**src/rtl/keypad_pkg.sv**
```systemverilog
// Shared types and constants for the 4x4 keypad scanner: FSM states, key map and column rotation helpers.
package keypad_pkg;

  typedef enum logic [1:0] {
    SCAN     = 2'd0,
    DEBOUNCE = 2'd1,
    PRESSED  = 2'd2,
    RELEASE  = 2'd3
  } state_t;

  localparam logic [3:0] COL_START = 4'b1110;

  // Indexed by {row, col}; row 0 is the top row of the keypad.
  localparam logic [3:0] KEY_MAP [16] = '{
    4'h1, 4'h2, 4'h3, 4'hA,
    4'h4, 4'h5, 4'h6, 4'hB,
    4'h7, 4'h8, 4'h9, 4'hC,
    4'h0, 4'hF, 4'hE, 4'hD
  };

  function automatic logic [1:0] low_index(input logic [3:0] v);
    logic [1:0] idx;
    idx = 2'd0;
    for (int i = 3; i >= 0; i--) begin
      if (!v[i]) idx = 2'(i);
    end
    return idx;
  endfunction

  function automatic logic one_low(input logic [3:0] v);
    return ($countones(~v) == 1);
  endfunction

  function automatic logic [3:0] rotate_col(input logic [3:0] v);
    return {v[2:0], v[3]};
  endfunction

endpackage

```
**src/rtl/scan_tick_gen.sv**
```systemverilog
// Free-running divider producing a one-clk scan tick every SCAN_DIV clk cycles.
module scan_tick_gen #(
  parameter int SCAN_DIV = 100000
) (
  input  logic clk,
  input  logic clr,
  output logic tick
);

  localparam int CW = (SCAN_DIV > 1) ? $clog2(SCAN_DIV) : 1;
  localparam logic [CW-1:0] LAST = CW'(SCAN_DIV - 1);

  logic [CW-1:0] tick_cnt;

  // NOTE: sequential state uses non-blocking assignments so every register samples pre-edge values.
  always_ff @(posedge clk or posedge clr) begin
    if (clr) begin
      tick_cnt <= '0;
      tick     <= 1'b0;
    end else begin
      tick     <= (tick_cnt == LAST);
      tick_cnt <= (tick_cnt == LAST) ? '0 : tick_cnt + CW'(1);
    end
  end

endmodule

```
**src/rtl/keypad_scan_entry.sv**
```systemverilog
// 4x4 keypad scanner with debounce and a two-digit entry register.
// Define KEYPAD_HEX_ENTRY_EN to shift A-F into entry; otherwise C clears entry. row_in is sampled only on scan ticks.
module keypad_scan_entry
  import keypad_pkg::*;
#(
  parameter int SCAN_DIV       = 100000,
  parameter int DEBOUNCE_TICKS = 20
) (
  input  logic       clk,
  input  logic       clr,
  input  logic [3:0] row_in,
  output logic [3:0] col_out,
  output logic       key_valid,
  output logic [3:0] key_code,
  output logic [7:0] entry
);

  localparam int SW = $clog2(DEBOUNCE_TICKS + 1);
  localparam logic [SW-1:0] STABLE_MAX = SW'(DEBOUNCE_TICKS);

  state_t        state, state_nx;
  logic          tick;
  logic [3:0]    row_lat, row_lat_nx;
  logic [3:0]    col_nx, code_nx, key_sel;
  logic [SW-1:0] stable_cnt, stable_nx, stable_inc;
  logic [7:0]    entry_nx;

  scan_tick_gen #(.SCAN_DIV(SCAN_DIV)) u_tick (
    .clk  (clk),
    .clr  (clr),
    .tick (tick)
  );

  assign key_sel    = KEY_MAP[{low_index(row_lat), low_index(col_out)}];
  assign stable_inc = stable_cnt + SW'(1);
  assign key_valid  = (state == PRESSED);

  always_ff @(posedge clk or posedge clr) begin
    if (clr) state <= SCAN;
    else     state <= state_nx;
  end

  always_ff @(posedge clk or posedge clr) begin
    if (clr) begin
      col_out    <= COL_START;
      row_lat    <= 4'hF;
      stable_cnt <= '0;
      key_code   <= 4'h0;
      entry      <= 8'h00;
    end else begin
      col_out    <= col_nx;
      row_lat    <= row_lat_nx;
      stable_cnt <= stable_nx;
      key_code   <= code_nx;
      entry      <= entry_nx;
    end
  end

  // NOTE: every output defaults to its held value first, so no path infers a latch.
  always_comb begin
    state_nx   = state;
    col_nx     = col_out;
    row_lat_nx = row_lat;
    stable_nx  = stable_cnt;
    code_nx    = key_code;
    entry_nx   = entry;

    case (state)
      SCAN: begin
        if (tick) begin
          if (one_low(row_in)) begin
            row_lat_nx = row_in;
            stable_nx  = '0;
            state_nx   = DEBOUNCE;
          end else begin
            col_nx = rotate_col(col_out);
          end
        end
      end

      DEBOUNCE: begin
        if (tick) begin
          if (row_in == row_lat) begin
            if (stable_inc == STABLE_MAX) begin
              stable_nx = '0;
              state_nx  = PRESSED;
              code_nx   = key_sel;
`ifdef KEYPAD_HEX_ENTRY_EN
              entry_nx  = {entry[3:0], key_sel};
`else
              if (key_sel <= 4'd9)       entry_nx = {entry[3:0], key_sel};
              else if (key_sel == 4'hC)  entry_nx = 8'h00;
`endif
            end else begin
              stable_nx = stable_inc;
            end
          end else begin
            // Bounce or a second row: rescan the same column.
            stable_nx = '0;
            state_nx  = SCAN;
          end
        end
      end

      PRESSED: state_nx = RELEASE;

      RELEASE: begin
        if (tick) begin
          if (row_in == 4'hF) begin
            if (stable_inc == STABLE_MAX) begin
              stable_nx = '0;
              state_nx  = SCAN;
              col_nx    = rotate_col(col_out);
            end else begin
              stable_nx = stable_inc;
            end
          end else begin
            stable_nx = '0;
          end
        end
      end

      default: state_nx = SCAN;
    endcase
  end

endmodule

```
**config.mk**
```make
export PLATFORM = sky130hd
export DESIGN_NAME = keypad_scan_entry
export DESIGN_NICKNAME = d
export VERILOG_FILES = /design/src/rtl/keypad_pkg.sv /design/src/rtl/scan_tick_gen.sv /design/src/rtl/keypad_scan_entry.sv
export SDC_FILE = /design/constraint.sdc
export NUM_CORES = 1
export LEC_CHECK = 0
export CELL_PAD_IN_SITES_DETAIL_PLACEMENT = 0
export CELL_PAD_IN_SITES_GLOBAL_PLACEMENT = 1
export CORE_AREA = 2 2 98 91
export DETAILED_ROUTE_END_ITERATION = 10
export DIE_AREA = 0 0 100 93
export GPL_ROUTABILITY_DRIVEN = 0
export MAX_ROUTING_LAYER = met4
export PLACE_DENSITY = 0.55
export SKIP_CTS_REPAIR_TIMING = 1
export SLEW_MARGIN = 10
export SYNTH_ARGS = -nofsm -noshare
export SYNTH_HDL_FRONTEND = slang
export SYNTH_SLANG_ARGS = --single-unit
```
**constraint.sdc**
```tcl
create_clock -name clk -period 2.4 [get_ports clk]
set_input_delay 0.24 -clock clk [delete_from_list [all_inputs] [get_ports clk]]
set_output_delay 0.24 -clock clk [all_outputs]
set_load 0.005 [all_outputs]
```
==> results.tsv <==
stage	metric	value	unit
run_status	outcome	finished, final reports clean	
routing	drt drc	0	
sta	fin. max-slew vios	0	
grt	initial antenna violation count	0	
sta	Final period util	95.7	%
yosys	Synth Register Bits	45	
critical_path	cell breakdown of the critical path	dlymetal6s2s_1 > fa_1 > inv_1 > ha_1 > ha_1 > or3b_4 > a22o_1 > nand2_2 > mux2_2	
finish	Post-Layout Cell Count	374	
clock_tree	Clock Sinks	45	
power	internal power	1.01	mW
critical_path	crit path capture type	register	
finish	register area	1130	um2
critical_path	worst-path fanout max	4	
routing	Detailed Route WL	4920	um
yosys	Netlist cell types	51	
sta	min Tclk post-route	2.30	ns
power	Switching Fraction	24.9	%
power	Comb power frac	5.9	%
clock_tree	CTS Buf Count	5	
yosys	Seq/Total Area, Yosys	46.8	%
finish	Area Growth Syn to Fin	22.9	%
finish	highest-count cells in the layout ignoring fill and taps	dfrtp_1 (38), nand2_1 (24), nor2_1 (19), clkdlybuf4s50_1 (19), nand3_1 (17)	
floorplan	DIE AREA	9300	um2
sta	Setup Skew	0.0177	ns
sta	Worst Tran Pin Value	0.696	ns
floorplan	core footprint	8330	um2
critical_path	CP max stage cell	fa_1	
yosys	Net Count, Synth	245	
clock_tree	clock transition at the registers of the reported paths	0.10	ns
placed_design	Placed Cells	366	
power	Power Total	1.35	mW
critical_path	critical path class	primary input to register	
clock_tree	CTS Buffer Depth	2	
power	clock share of power	37.3	%
grt	first-pass GRT wire length	8690	um
critical_path	Top Family by Delay on Critical Path	adder cells	
finish	area of the multi-input gates	1220	um2
sta	worst hold slack	0.339	ns
yosys	cell count after synthesis	229	
clock_tree	CTS root buffer	clkbuf_8	
power	highest ir drop seen on vdd	0.228	mV
routing	DRT iter0 DRCs	52	
yosys	Synth area leaders	dfrtp_1 (39%), dfstp_2 (7.6%), ha_1 (4.6%), xor2_1 (4.3%), nand2_1 (3.9%)	
finish	NumNets Final	287	
finish	Diodes inserted	0	
yosys	Async SR Flop Fraction	100	%
yosys	Yosys top cell area share	39.2	%
routing	WL/cell	13.2	um
yosys	mean post-synth cell area	10.6	um2
grt	global route overflow	0	
yosys	synthesized cell area	2420	um2
clock_tree	Worst-Skew Late Latency	0.31	ns
power	Psw	336	uW
critical_path	cell mode on critical path	ha_1	
job	max_cap viols	0	
finish	layout cells sized above 1	19.9	%
floorplan	IO Count	23	
critical_path	CP bufs+invs	2	
finish	Filler Cells Inserted	863	
floorplan	DIE WIDTH	100	um
sta	Final Hold Vio Count	0	
sta	slew margin rel.	53.1	%
placed_design	count of buffers from port buffering	22	
yosys	yosys warns	0	
clock_tree	CTS tree	built	
finish	Final Instance Area	2980	um2
routing	via/cell ratio	4.72	
grt	largest net degree at the start of global routing	46	
power	leakage	1.34	nW
sta	FMAX	436	MHz
sta	# setup viols final	0	
sta	RSZ-0062 raised after global routing	no	
routing	DRT Pass-1 Iters	4	
critical_path	startpoint types	primary input	
finish	leading cell type in the layout, fill and taps excluded	dfrtp_1	
floorplan	die height	93	um
critical_path	CP arrival	2.49	ns
yosys	Post-synth EDFFs	0	
grt	overall routing resource usage	12.0	%
floorplan	row count	32	
placed_design	Post-DP HPWL	3590	um
yosys	Main synth FF type	dfrtp_1	
routing	total number of vias	1765	
routing	Final ANT Viol Nets	0	
clock_tree	number of H-tree levels	2	
critical_path	Critical Path RT	2.59	ns
finish	post-layout util	35.8	%
grt	number of global-route vias before repair	1777	
power	sequential power share	56.8	%
placed_design	Placed Area	2870	um2
yosys	Yosys top cell by area	dfrtp_1	
power	Pwr per Cell Area	454	nW/um2
min_path	hold crit path type	primary input to register	
floorplan	Initial Util	29.1	%
critical_path	crit-path max cell delay	0.54	ns
tightest hold or removal path, cell delays in order:
cell,delay [ns]
dlymetal6s2s_1,0.12
buf_4,0.13
mux2_2,0.13
cell type report:
| type | instances | area share [%] |
|---|---|---|
| inverter | 14 | 1.76 |
| tap | 102 | 4.28 |
| multi-input combinational | 167 | 41.0 |
| sequential | 45 | 38.1 |
| clock buffer | 5 | 2.31 |
| timing repair buffer | 38 | 11.7 |
| clock inverter | 3 | 0.840 |
logic make-up (layout without fill, tap and decap cells):
| group | count (synthesis) | in the layout | share of synthesized area, % |
|---|---|---|---|
| flops | 45 | 45 | 46.8 |
| fa+ha+maj | 10 | 10 | 5.47 |
| simple gates | 86 | 86 | 18.2 |
| mux | 9 | 9 | 5.27 |
| compound gates | 40 | 40 | 13.2 |
| buf+inv | 17 | 60 | 3.15 |
| xor+xnor | 22 | 22 | 7.95 |
routing by layer:
metal  up-vias  track usage [%]  part of all wire, %
li1        892                -                    -
met1       844             16.8                   51
met2        24             17.2                   44
met3         5             2.99                  4.1
met4         0             3.77                  1.1
met5         -                -                    0
final timing paths:
kind	endpoint	depth (start not counted)	startpoint	slack [ns]
setup / recovery	col_out[0]	9	row_in[0]	0.10
hold / removal	row_lat[3]	3	row_in[3]	0.34
setup reg to reg	entry[6]	8	col_out[2]	0.15
hold reg to reg	key_code[2]	2	key_code[2]	0.49
max in group asynchronous	u_tick.tick_cnt[4]	3	clr	1.59
min in group asynchronous	entry[6]	3	clr	0.39
synthesized netlist by cell type (2+ instances only):
library cell	n
a22o_1	5
nand2_1	25
nor2_1	19
nand4_1	2
nor3b_1	2
and3_1	4
inv_1	14
a22o_2	2
nand2b_1	2
nor3_1	3
o21ai_0	13
nand3_1	17
dfstp_2	7
dfrtp_1	38
ha_1	9
o211ai_1	2
mux2_2	7
xnor2_1	10
nor4_2	2
xor2_1	12
nor4_1	2
a21o_1	3
power groups by stage:
stage                     sequential (mW)  clock, mW  combinational [mW]
after global routing                0.769      0.560              0.0930
after global placement              0.782          0              0.0825
after detailed placement            0.782          0              0.0823
final                               0.768      0.504              0.0793
after floorplan                     0.781          0              0.0424
after CTS                           0.768      0.533              0.0827
registers in the layout (all words and copies together), names as in the netlist, named ones only:
register	flops
key_code	4
stable_cnt	5
col_out	4
entry	8
state	1
u_tick.tick_cnt	17
row_lat	4
u_tick.tick	1
stage by stage:
step                TNS, ns  setup WS, ns
floorplan                 0        0.0213
global placement      -5.14        -0.514
detailed placement    -5.12        -0.528
CTS                   -1.16        -0.201
global route              0        0.0116
finish                    0         0.104
Power figures use the tool's default switching activity.
